## src/rtl/output_pkg.sv

```systemverilog
// Shared constants, FSM encoding and header-word helper for the output manager.
// Latency: n/a (package only).
// Backpressure: n/a (package only).
package output_pkg;

  localparam logic [15:0] MAGIC_NOTIF = 16'hC0DE;
  localparam logic [15:0] MAGIC_FULL  = 16'hDA7A;
  localparam logic [15:0] TYPE_NOTIF  = 16'h0001;
  localparam logic [15:0] TYPE_FULL   = 16'h0002;

  localparam int HDR_WORDS = 6;

  typedef enum logic [1:0] {
    ST_IDLE = 2'd0,
    ST_HDR  = 2'd1,
    ST_TRIG = 2'd2,
    ST_WAIT = 2'd3
  } om_state_e;

  // Header word idx of a packet. All arithmetic is done at 32 bits and
  // truncated to 16 so oversized products wrap rather than saturate.
  function automatic logic [15:0] hdr_word(
    input logic        is_full,
    input logic [15:0] id,
    input logic [2:0]  idx,
    input int          tiles,
    input int          num_bram,
    input int          depth
  );
    logic [15:0] w;
    w = '0;
    case (idx)
      3'd0: w = is_full ? MAGIC_FULL : MAGIC_NOTIF;
      3'd1: w = is_full ? TYPE_FULL : TYPE_NOTIF;
      3'd2: w = id;
      3'd3: w = is_full ? 16'h0000 : 16'(32'(id) * 32'(tiles));
      3'd4: w = is_full ? 16'h0000 : 16'(32'(id) * 32'(tiles) + 32'(tiles) - 32'd1);
      3'd5: w = is_full ? 16'(32'(num_bram) * 32'(depth)) : 16'(depth);
      default: w = '0;
    endcase
    return w;
  endfunction

endpackage

```

## src/rtl/om_event_fifo.sv

```systemverilog
// Event queue: up to two pushes and one pop per cycle, sticky overflow on dropped pushes.
// Latency: a push is visible at head/empty the cycle after it is sampled.
// Backpressure: none upstream; pushes beyond the free slots (counted before this cycle's pop) are dropped.
//   ports: clk, rst_n; push0_vld/push0_dat (ordered first), push1_vld/push1_dat;
//          pop (ignored when empty); head_dat, empty, overflow (sticky).
module om_event_fifo #(
  parameter int QDEPTH = 4,
  parameter int EW     = 4
) (
  input  logic          clk,
  input  logic          rst_n,
  input  logic          push0_vld,
  input  logic [EW-1:0] push0_dat,
  input  logic          push1_vld,
  input  logic [EW-1:0] push1_dat,
  input  logic          pop,
  output logic [EW-1:0] head_dat,
  output logic          empty,
  output logic          overflow
);

  localparam int AW = $clog2(QDEPTH);

  logic [EW-1:0] mem_q [QDEPTH];
  logic [EW-1:0] mem_d [QDEPTH];
  logic [AW-1:0] wr_ptr_q, wr_ptr_d, rd_ptr_q, rd_ptr_d;
  logic [AW:0]   count_q, count_d;
  logic          ovf_q, ovf_d;
  logic [AW:0]   free_slots;
  logic [AW:0]   n_push;
  logic          do_pop;

  always_comb begin
    mem_d      = mem_q;
    wr_ptr_d   = wr_ptr_q;
    rd_ptr_d   = rd_ptr_q;
    ovf_d      = ovf_q;
    n_push     = '0;
    // Free space is judged on occupancy at the start of the cycle, so a
    // simultaneous pop does not make room for a push in the same cycle.
    free_slots = (AW+1)'(QDEPTH) - count_q;
    do_pop     = pop && (count_q != '0);

    if (push0_vld) begin
      if (n_push < free_slots) begin
        mem_d[wr_ptr_d] = push0_dat;
        wr_ptr_d        = wr_ptr_d + 1'b1;
        n_push          = n_push + 1'b1;
      end else begin
        ovf_d = 1'b1;
      end
    end
    if (push1_vld) begin
      if (n_push < free_slots) begin
        mem_d[wr_ptr_d] = push1_dat;
        wr_ptr_d        = wr_ptr_d + 1'b1;
        n_push          = n_push + 1'b1;
      end else begin
        ovf_d = 1'b1;
      end
    end
    if (do_pop) begin
      rd_ptr_d = rd_ptr_q + 1'b1;
    end
    count_d = count_q + n_push - {{AW{1'b0}}, do_pop};
  end

  always_ff @(posedge clk or negedge rst_n) begin
    if (!rst_n) begin
      for (int i = 0; i < QDEPTH; i++) mem_q[i] <= '0;
      wr_ptr_q <= '0;
      rd_ptr_q <= '0;
      count_q  <= '0;
      ovf_q    <= 1'b0;
    end else begin
      mem_q    <= mem_d;
      wr_ptr_q <= wr_ptr_d;
      rd_ptr_q <= rd_ptr_d;
      count_q  <= count_d;
      ovf_q    <= ovf_d;
    end
  end

  assign head_dat = mem_q[rd_ptr_q];
  assign empty    = (count_q == '0);
  assign overflow = ovf_q;

endmodule

```

## src/rtl/output_manager_queued.sv

```systemverilog
// Turns queued scheduler events into a 6-word serial header plus one READ trigger per packet.
// Latency: event sampled at edge N is queued, popped at N+1, first header word valid after N+1.
// Backpressure: header held stable under hdr_ready low; events queue up while busy, excess dropped (queue_overflow).
//   ports: clk, rst_n; batch_complete/current_batch_id, all_batches_done/completed_layer_id (events);
//          hdr_data/hdr_valid/hdr_ready/hdr_last (header stream); trigger_read, rd_bram_start/end,
//          rd_addr_count, read_done (READ path); transmission_active, queue_overflow, pkt_count (status).
module output_manager_queued
  import output_pkg::*;
#(
  parameter  int NUM_BRAM        = 8,
  parameter  int BRAM_DEPTH      = 512,
  parameter  int BATCH_W         = 3,
  parameter  int LAYER_W         = 2,
  parameter  int TILES_PER_BATCH = 4,
  parameter  int QDEPTH          = 4,
  localparam int BW              = $clog2(NUM_BRAM)
) (
  input  logic               clk,
  input  logic               rst_n,
  input  logic               batch_complete,
  input  logic [BATCH_W-1:0] current_batch_id,
  input  logic               all_batches_done,
  input  logic [LAYER_W-1:0] completed_layer_id,
  output logic [15:0]        hdr_data,
  output logic               hdr_valid,
  input  logic               hdr_ready,
  output logic               hdr_last,
  output logic               trigger_read,
  output logic [BW-1:0]      rd_bram_start,
  output logic [BW-1:0]      rd_bram_end,
  output logic [15:0]        rd_addr_count,
  input  logic               read_done,
  output logic               transmission_active,
  output logic               queue_overflow,
  output logic [15:0]        pkt_count
);

  localparam int IDW = (BATCH_W > LAYER_W) ? BATCH_W : LAYER_W;
  localparam int EW  = IDW + 1;

  logic [EW-1:0] push0_dat, push1_dat, head_dat;
  logic          fifo_empty, fifo_pop;

  // Entry layout {type, id}: type 0 = notification, 1 = full.
  assign push0_dat = {1'b0, IDW'(current_batch_id)};
  assign push1_dat = {1'b1, IDW'(completed_layer_id)};

  om_event_fifo #(
    .QDEPTH (QDEPTH),
    .EW     (EW)
  ) u_fifo (
    .clk       (clk),
    .rst_n     (rst_n),
    .push0_vld (batch_complete),
    .push0_dat (push0_dat),
    .push1_vld (all_batches_done),
    .push1_dat (push1_dat),
    .pop       (fifo_pop),
    .head_dat  (head_dat),
    .empty     (fifo_empty),
    .overflow  (queue_overflow)
  );

  om_state_e     state_q, state_d;
  logic [EW-1:0] cur_q, cur_d;
  logic [2:0]    idx_q, idx_d;
  logic [BW-1:0] rd_start_q, rd_start_d, rd_end_q, rd_end_d;
  logic [15:0]   rd_cnt_q, rd_cnt_d;
  logic [15:0]   pkt_cnt_q, pkt_cnt_d;
  logic          cur_full;
  logic [15:0]   cur_id;
  logic          last_beat;
  logic          hdr_fire;

  assign cur_full  = cur_q[EW-1];
  assign cur_id    = 16'(cur_q[IDW-1:0]);
  assign last_beat = (idx_q == 3'(HDR_WORDS - 1));
  assign hdr_fire  = (state_q == ST_HDR) && hdr_ready;
  assign fifo_pop  = (state_q == ST_IDLE) && !fifo_empty;

  // State register
  always_ff @(posedge clk or negedge rst_n) begin
    if (!rst_n) state_q <= ST_IDLE;
    else        state_q <= state_d;
  end

  // Next-state logic
  always_comb begin
    state_d = state_q;
    case (state_q)
      ST_IDLE: if (!fifo_empty)           state_d = ST_HDR;
      ST_HDR:  if (hdr_fire && last_beat) state_d = ST_TRIG;
      ST_TRIG:                            state_d = ST_WAIT;
      ST_WAIT: if (read_done)             state_d = ST_IDLE;
      default:                            state_d = ST_IDLE;
    endcase
  end

  // Output logic
  always_comb begin
    hdr_valid           = (state_q == ST_HDR);
    hdr_last            = (state_q == ST_HDR) && last_beat;
    trigger_read        = (state_q == ST_TRIG);
    transmission_active = (state_q != ST_IDLE);
    hdr_data            = '0;
    if (state_q == ST_HDR) begin
      hdr_data = hdr_word(cur_full, cur_id, idx_q, TILES_PER_BATCH, NUM_BRAM, BRAM_DEPTH);
    end
  end

  // Packet datapath: latched event, word index, READ config, packet counter.
  always_comb begin
    cur_d      = cur_q;
    idx_d      = idx_q;
    rd_start_d = rd_start_q;
    rd_end_d   = rd_end_q;
    rd_cnt_d   = rd_cnt_q;
    pkt_cnt_d  = pkt_cnt_q;

    if (fifo_pop) begin
      cur_d = head_dat;
      idx_d = '0;
    end
    if (hdr_fire) begin
      idx_d = idx_q + 3'd1;
    end
    // Load the READ config on the way into TRIG so it is valid alongside
    // trigger_read and then simply held until the next packet.
    if (hdr_fire && last_beat) begin
      rd_cnt_d = 16'(BRAM_DEPTH);
      if (cur_full) begin
        rd_start_d = '0;
        rd_end_d   = BW'(NUM_BRAM - 1);
      end else begin
        rd_start_d = BW'(32'(cur_id) % 32'(NUM_BRAM));
        rd_end_d   = BW'(32'(cur_id) % 32'(NUM_BRAM));
      end
    end
    if ((state_q == ST_WAIT) && read_done) begin
      pkt_cnt_d = pkt_cnt_q + 16'd1;
    end
  end

  always_ff @(posedge clk or negedge rst_n) begin
    if (!rst_n) begin
      cur_q      <= '0;
      idx_q      <= '0;
      rd_start_q <= '0;
      rd_end_q   <= '0;
      rd_cnt_q   <= '0;
      pkt_cnt_q  <= '0;
    end else begin
      cur_q      <= cur_d;
      idx_q      <= idx_d;
      rd_start_q <= rd_start_d;
      rd_end_q   <= rd_end_d;
      rd_cnt_q   <= rd_cnt_d;
      pkt_cnt_q  <= pkt_cnt_d;
    end
  end

  assign rd_bram_start = rd_start_q;
  assign rd_bram_end   = rd_end_q;
  assign rd_addr_count = rd_cnt_q;
  assign pkt_count     = pkt_cnt_q;

endmodule

```

## config.mk

```make
export PLATFORM = sky130hd
export DESIGN_NAME = output_manager_queued
export DESIGN_NICKNAME = d
export VERILOG_FILES = /design/src/rtl/output_pkg.sv /design/src/rtl/om_event_fifo.sv /design/src/rtl/output_manager_queued.sv
export SDC_FILE = /design/constraint.sdc
export NUM_CORES = 1
export LEC_CHECK = 0
export ABC_AREA = 1
export CAP_MARGIN = 20
export CORE_MARGIN = 2
export CORE_UTILIZATION = 40
export CTS_CLUSTER_SIZE = 24
export DETAILED_ROUTE_END_ITERATION = 10
export PLACE_DENSITY = 0.64
export SETUP_SLACK_MARGIN = 0.1
export SYNTH_ARGS = -nofsm -noshare
export SYNTH_HDL_FRONTEND = slang
export SYNTH_HIERARCHICAL = 1
export SYNTH_SLANG_ARGS = --single-unit
```

## constraint.sdc

```tcl
create_clock -name clk -period 3.4 [get_ports clk]
set_clock_uncertainty 0.1 [all_clocks]
set_input_delay 0.68 -clock clk [delete_from_list [all_inputs] [get_ports clk]]
set_output_delay 0.68 -clock clk [all_outputs]
set_load 0.02 [all_outputs]
```

# ---- Word-level counts from Yosys, hierarchy flattened
# Index checks and enable logic that the tools add are counted.
dict set report op_classes {
  addsub 11
  magnitude_cmp 7
  n_eq_ne 11
  mux 40
  bitwise 3
  reduce_logical 16
}
# op count
set ops {}
lappend ops {{2-to-1 mux 16 bit} 6}
lappend ops {{one-hot mux 16 bit (6 select lines)} 1}
lappend ops {{bitwise mux 16 bit} 2}
lappend ops {{2-to-1 mux 13 bit} 2}
lappend ops {{2-to-1 mux 3 bit} 7}
lappend ops {{adder 16 x 1 -> 16 bit (second input constant)} 1}
lappend ops {{demux 4 bit (select 2 bit)} 2}
lappend ops {{2-to-1 mux 2 bit} 8}
lappend ops {{2-to-1 mux 4 bit} 4}
lappend ops {{greater-or-equal comparator 3 bit (second input constant)} 3}
lappend ops {{inverter 2 -> 3 bit} 3}
lappend ops {{binary-select mux 4 bit (select 2 bit)} 1}
lappend ops {{logical AND 1 bit} 8}
lappend ops {{one-hot mux 2 bit (4 select lines)} 1}
lappend ops {{subtractor 6 x 1 -> 7 bit (second input constant)} 1}
lappend ops {{adder 2 x 1 -> 2 bit (second input constant)} 3}
lappend ops {{adder 3 x 1 -> 3 bit (second input constant)} 2}
lappend ops {{adder 5 x 3 -> 6 bit (second input constant)} 1}
lappend ops {{== test 3 x 2 -> 1 bit (second input constant)} 2}
lappend ops {{== test 3 bit (second input constant)} 2}
lappend ops {{zero test 3 bit} 2}
lappend ops {{< comparator 3 x 1 -> 1 bit (second input constant)} 2}
lappend ops {{2-to-1 mux 1 bit} 5}
lappend ops {{2-to-1 mux 5 bit} 1}
lappend ops {{other kinds (15)} 18}
dict set report word_totals {
  ff_bits 56
  elab_cells 103
}

# ---- Longest topological paths before layout
dict set report depth {
  word_depth 12
  mapped_depth 15
}

# ---- Modules after synthesis
# The synthesis kept the hierarchy.
# mod n_inst cells_per_inst area_each_um2
set by_module_without_submodules {}
lappend by_module_without_submodules {output_manager_queued 1 249 2004.4}
lappend by_module_without_submodules {om_event_fifo 1 251 1740.4}

# ---- Worst setup path before layout
# No wires, ideal clock.
dict set report synth_path {
  path_type {flip-flop to flip-flop}
  from {reg u_fifo.count_q[0]}
  to {reg u_fifo.count_q[2]}
  setup_time_ns 0.079
  arrival_time_ns 2.569
  slack_ns 0.652
  stages_incl_launch_ff 16
  path_cell_list {dfrtp_1 > inv_1 > ha_1 > ha_1 > inv_1 > nor2_1 > nand2_2 > nand3_1 > o211ai_1 > ha_1 > inv_1 > ha_1 > inv_1 > fa_1 > xnor2_1 > xor2_1}
}
dict set report synth_via {
  elab_chain_cells 9
  elab_cells_between_ends 15
  cone_classes {add/sub (4); order compare (2); mux (4); reduce/logical (5)}
}
# element line
set synth_rtl {}
lappend synth_rtl {{start, declared} om_event_fifo.sv:27} ;# logic [AW:0] count_q, count_d;
lappend synth_rtl {{start signal, assigned} om_event_fifo.sv:79} ;# count_q <= count_d;
lappend synth_rtl {{subtractor 3 bit} om_event_fifo.sv:41} ;# free_slots = (AW+1)'(QDEPTH) - count_q;
lappend synth_rtl {{< comparator 1 x 3 -> 1 bit} om_event_fifo.sv:45} ;# if (n_push < free_slots) begin
lappend synth_rtl {{2-to-1 mux 1 bit} om_event_fifo.sv:45}
lappend synth_rtl {{2-to-1 mux 3 bit} om_event_fifo.sv:44} ;# if (push0_vld) begin
lappend synth_rtl {{adder 3 x 1 -> 3 bit or < comparator 3 bit (tied branches)} {om_event_fifo.sv:57, om_event_fifo.sv:54}}
lappend synth_rtl {{2-to-1 mux 3 bit} om_event_fifo.sv:54} ;# if (n_push < free_slots) begin
lappend synth_rtl {{2-to-1 mux 3 bit} om_event_fifo.sv:53} ;# if (push1_vld) begin
lappend synth_rtl {{adder 3 bit} om_event_fifo.sv:65} ;# count_d = count_q + n_push - {{AW{1'b0}}, do_pop};
lappend synth_rtl {{subtractor 3 x 1 -> 3 bit (*)} om_event_fifo.sv:65}
lappend synth_rtl {{via u_fifo.count_d[2]} om_event_fifo.sv:27}
# Mark *: on every way through the listed nets, which the timed path passes. The rest lies on a longest branch.
# A chain may end at the register's enable or synchronous reset.

# ---- Worst setup path after layout
dict set report layout_path {
  from {reg state_q[1]}
  to {out hdr_data[9]}
}
dict set report layout_via {
  elab_chain_cells 2
}
# element line
set layout_rtl {}
lappend layout_rtl {{start, declared} output_manager_queued.sv:64} ;# om_state_e state_q, state_d;
lappend layout_rtl {{start signal, assigned} output_manager_queued.sv:84} ;# else state_q <= state_d;
lappend layout_rtl {{== test 2 x 1 -> 1 bit} output_manager_queued.sv:106} ;# if (state_q == ST_HDR) begin
lappend layout_rtl {{2-to-1 mux 16 bit} output_manager_queued.sv:106}
lappend layout_rtl {{end, declared} output_manager_queued.sv:24} ;# output logic [15:0] hdr_data,
# Every way passes these cells.

==> flow_summary.toml <==
[job]
drv_cap = 0

[critical_path]
critical_path.cell_chain = "inv_1 -> ha_1 -> clkinv_1 -> a211oi_1 -> clkdlybuf4s50_1"
cp_slowest_stage_delay_ns = 0.64
cp_max_fo = 9
startpoint_type = "register"
worst_path_max_delay_cell = "clkdlybuf4s50_1"
worstSetupPathType = "reg2out"
crit_path_end_kind = "primary output"
arrival_ns = 2.34
worst_ep_required_time_ns = 2.62

[timing]
tightest_slew_ns = 0.713
fin_hold_ws_ns = 0.381
fmax_ghz = 0.321
fin_crit_sh_pct = 91.7
relSlewSlack_pct = 52.5
slew_viol_final = 0
tns_ns = 0
hold_viol = 0
grt_setup_unrepaired = "false"
finalCriticalPeriod_ns = 3.12
setup_ws_ns = 0.281
setup_viol = 0

[clock_tree]
cts_root_buf = "clkbuf_8"
htreeDepth = 2
cts_sinks = 56
clk_pin_slew_worst_paths_ns = 0.10
insertion_delay_ns = 0.31
cts_tree = "done"
cts.path.max_buffers = 2
cts_inserted_buffers = 5

[synth]
synth_edf_count = 0
synth_area_mm2 = 0.00374
syn_inst = 500
ys_ff_latch = 56
dominantRegCellSynth = "dfrtp_1"
synthMostInstantiatedCell = "nand2_1"
synth_cell_types = 38
synth_largest_area_cell = "dfrtp_1"
yosys-top-cells-count = "nand2_1 (118), inv_1 (78), nor2_1 (74)"
yosysWarnings = 6
synth.top_cell.area_share_pct = 37.4
ys_seq_area_share_pct = 37.4
async_flop_share_pct = 100
ys_top_cells_by_area = "dfrtp_1 (37%), nand2_1 (12%), ha_1 (8.4%)"
synth_area_per_cell_um2 = 7.49

[detailed_routing]
detail-route-antenna-nets = 0
wl_per_cell_um = 11.5
totalWireLength_mm = 7.72
vias = 3082
wl_met2_mm = 3.67
drc = 0
drt_pass1_iterations = 4
vias_per_cell = 4.57
wl_met1_mm = 3.60
dr_wl_met3_um = 351
drtIter0Drc = 135
routed.top_layer = "met4"

[finish]
drive_gt1_share_pct = 7.64
fin_nets = 599
fillers = 919
fin_cells = 674
diodes = 0
area_delta_synth_final_pct = 18.7

[die]
die_w_um = 101
die_h_um = 101
coreArea_mm2 = 0.00915
ios = 70
start_util_pct = 40.9
row_count = 35
design.die.area_mm2 = 0.0102

[grt]
grt_pass1_vias = 2873
track_usage_pct = 16.1
grt_max_degree = 57
overflow = 0
grt_pass1_wl_mm = 13.2
antenna_found_initial = 0

[power]
cellPowerDensity_mw_per_mm2 = 802
ir_drop_v = 0.000486
leakage_nw = 2.40

[status]
status = "completed"

[placed_design]
dp_worst_setup_slack_ns = 0.193
hpwl_mm = 5.93
port_buffers = 51
finalWeightedCongestion = 0.852
dp.cells = 666

[min_path]
min_path_type = "in2async"
## metrics by stage
step / total power, mW / utilization (%) / instance area (µm²)
after floorplan: 2.56 / - / 3850
after global placement: 3.09 / 47.3 / 4330
after detailed placement: 3.14 / 47.3 / 4330
after CTS: 3.60 / 48.5 / 4440
after global routing: 3.95 / 48.6 / 4450
final: 3.57 / 48.6 / 4450
## sequential cells by signal, summed over array words and instances, names as in the netlist
register and count:
u_fifo/overflow 1, rd_addr_count 1, u_fifo/mem_q 16, u_fifo/rd_ptr_q 2, u_fifo/count_q 3, u_fifo/wr_ptr_q 2
cur_q 4, rd_bram_start 3, state_q 2, idx_q 3, rd_bram_end 3, pkt_count 16
## report_power, final
group          switching (mW)  internal (mW)  leakage, nW  total, mW
clock network           0.222          0.218       0.0541      0.440
logic                    1.23          0.792         1.67       2.02
registers               0.195          0.914        0.683       1.11
total                    1.64           1.92         2.40       3.57
## critical path: cells and delay by family, from the launching register on
family | cells | cell delay (ns)
compound gates | 1 | 0.30
buf+inv | 3 | 1.04
fa+ha+maj | 1 | 0.27
flops | 1 | 0.42
## cell families after synthesis
| logic type | Yosys count | synth area share [%] |
|---|---|---|
| AND/OR/NAND/NOR | 247 | 29.9 |
| buffers and inverters | 110 | 13.4 |
| flip-flops | 56 | 37.4 |
| AO/OA/AOI/OAI | 45 | 6.92 |
| adder cells (fa/ha/maj) | 26 | 8.89 |
| XOR/XNOR | 14 | 3.27 |
| other | 2 | 0.201 |
## worst paths after layout
check                                   from                end  slack, ns  cells past startpoint
setup / recovery                  state_q[1]        hdr_data[9]       0.28                      5
hold / removal                         rst_n       pkt_count[7]       0.38                      2
setup reg to reg           u_fifo/count_q[0]  u_fifo/count_q[2]       0.42                     15
hold reg to reg             rd_addr_count[9]   rd_addr_count[9]       0.38                      1
max in group asynchronous              rst_n  u_fifo/count_q[0]       2.34                      2
min in group clk            rd_addr_count[9]   rd_addr_count[9]       0.38                      1
## per-layer routing
layer  track usage (%)  vias to the layer above
met1              22.0                     1388
met3              2.57                       10
met4              4.43                        0
met2              26.4                       71
met5                 0                        -
li1                  -                     1613
## cells in the final DEF, fill, tap and decap left out, types with 9 or more instances in the layout
| cell type | instances |
|---|---|
| nand2_1 | 118 |
| inv_1 | 78 |
| nor2_1 | 74 |
| dfrtp_1 | 56 |
| clkdlybuf4s50_1 | 50 |
| conb_1 | 30 |
| ha_1 | 25 |
| o21ai_0 | 20 |
| nand3_1 | 13 |
| nand3b_1 | 12 |
| a21oi_1 | 9 |
## area by class of cell
class / instances / area (µm²) / share of cell area (%)
inverter: 82 / 309 / 6.95
sequential: 56 / 1400 / 31.5
multi-input combinational: 362 / 1950 / 43.9
clock buffer: 5 / 68.8 / 1.55
timing repair buffer: 55 / 536 / 12.0
clock inverter: 3 / 42.5 / 0.957
tap: 111 / 139 / 3.12
## repair_timing
| action | 4_1_cts | 5_1_grt |
|---|---|---|
| setup buffers | 0 | 0 |
| setup endpoints to repair | 0 | 2 |
| resized for setup | 0 | 1 |
| hold buffers | 0 | 0 |
No activity file was read; power rests on OpenSTA's default activity.
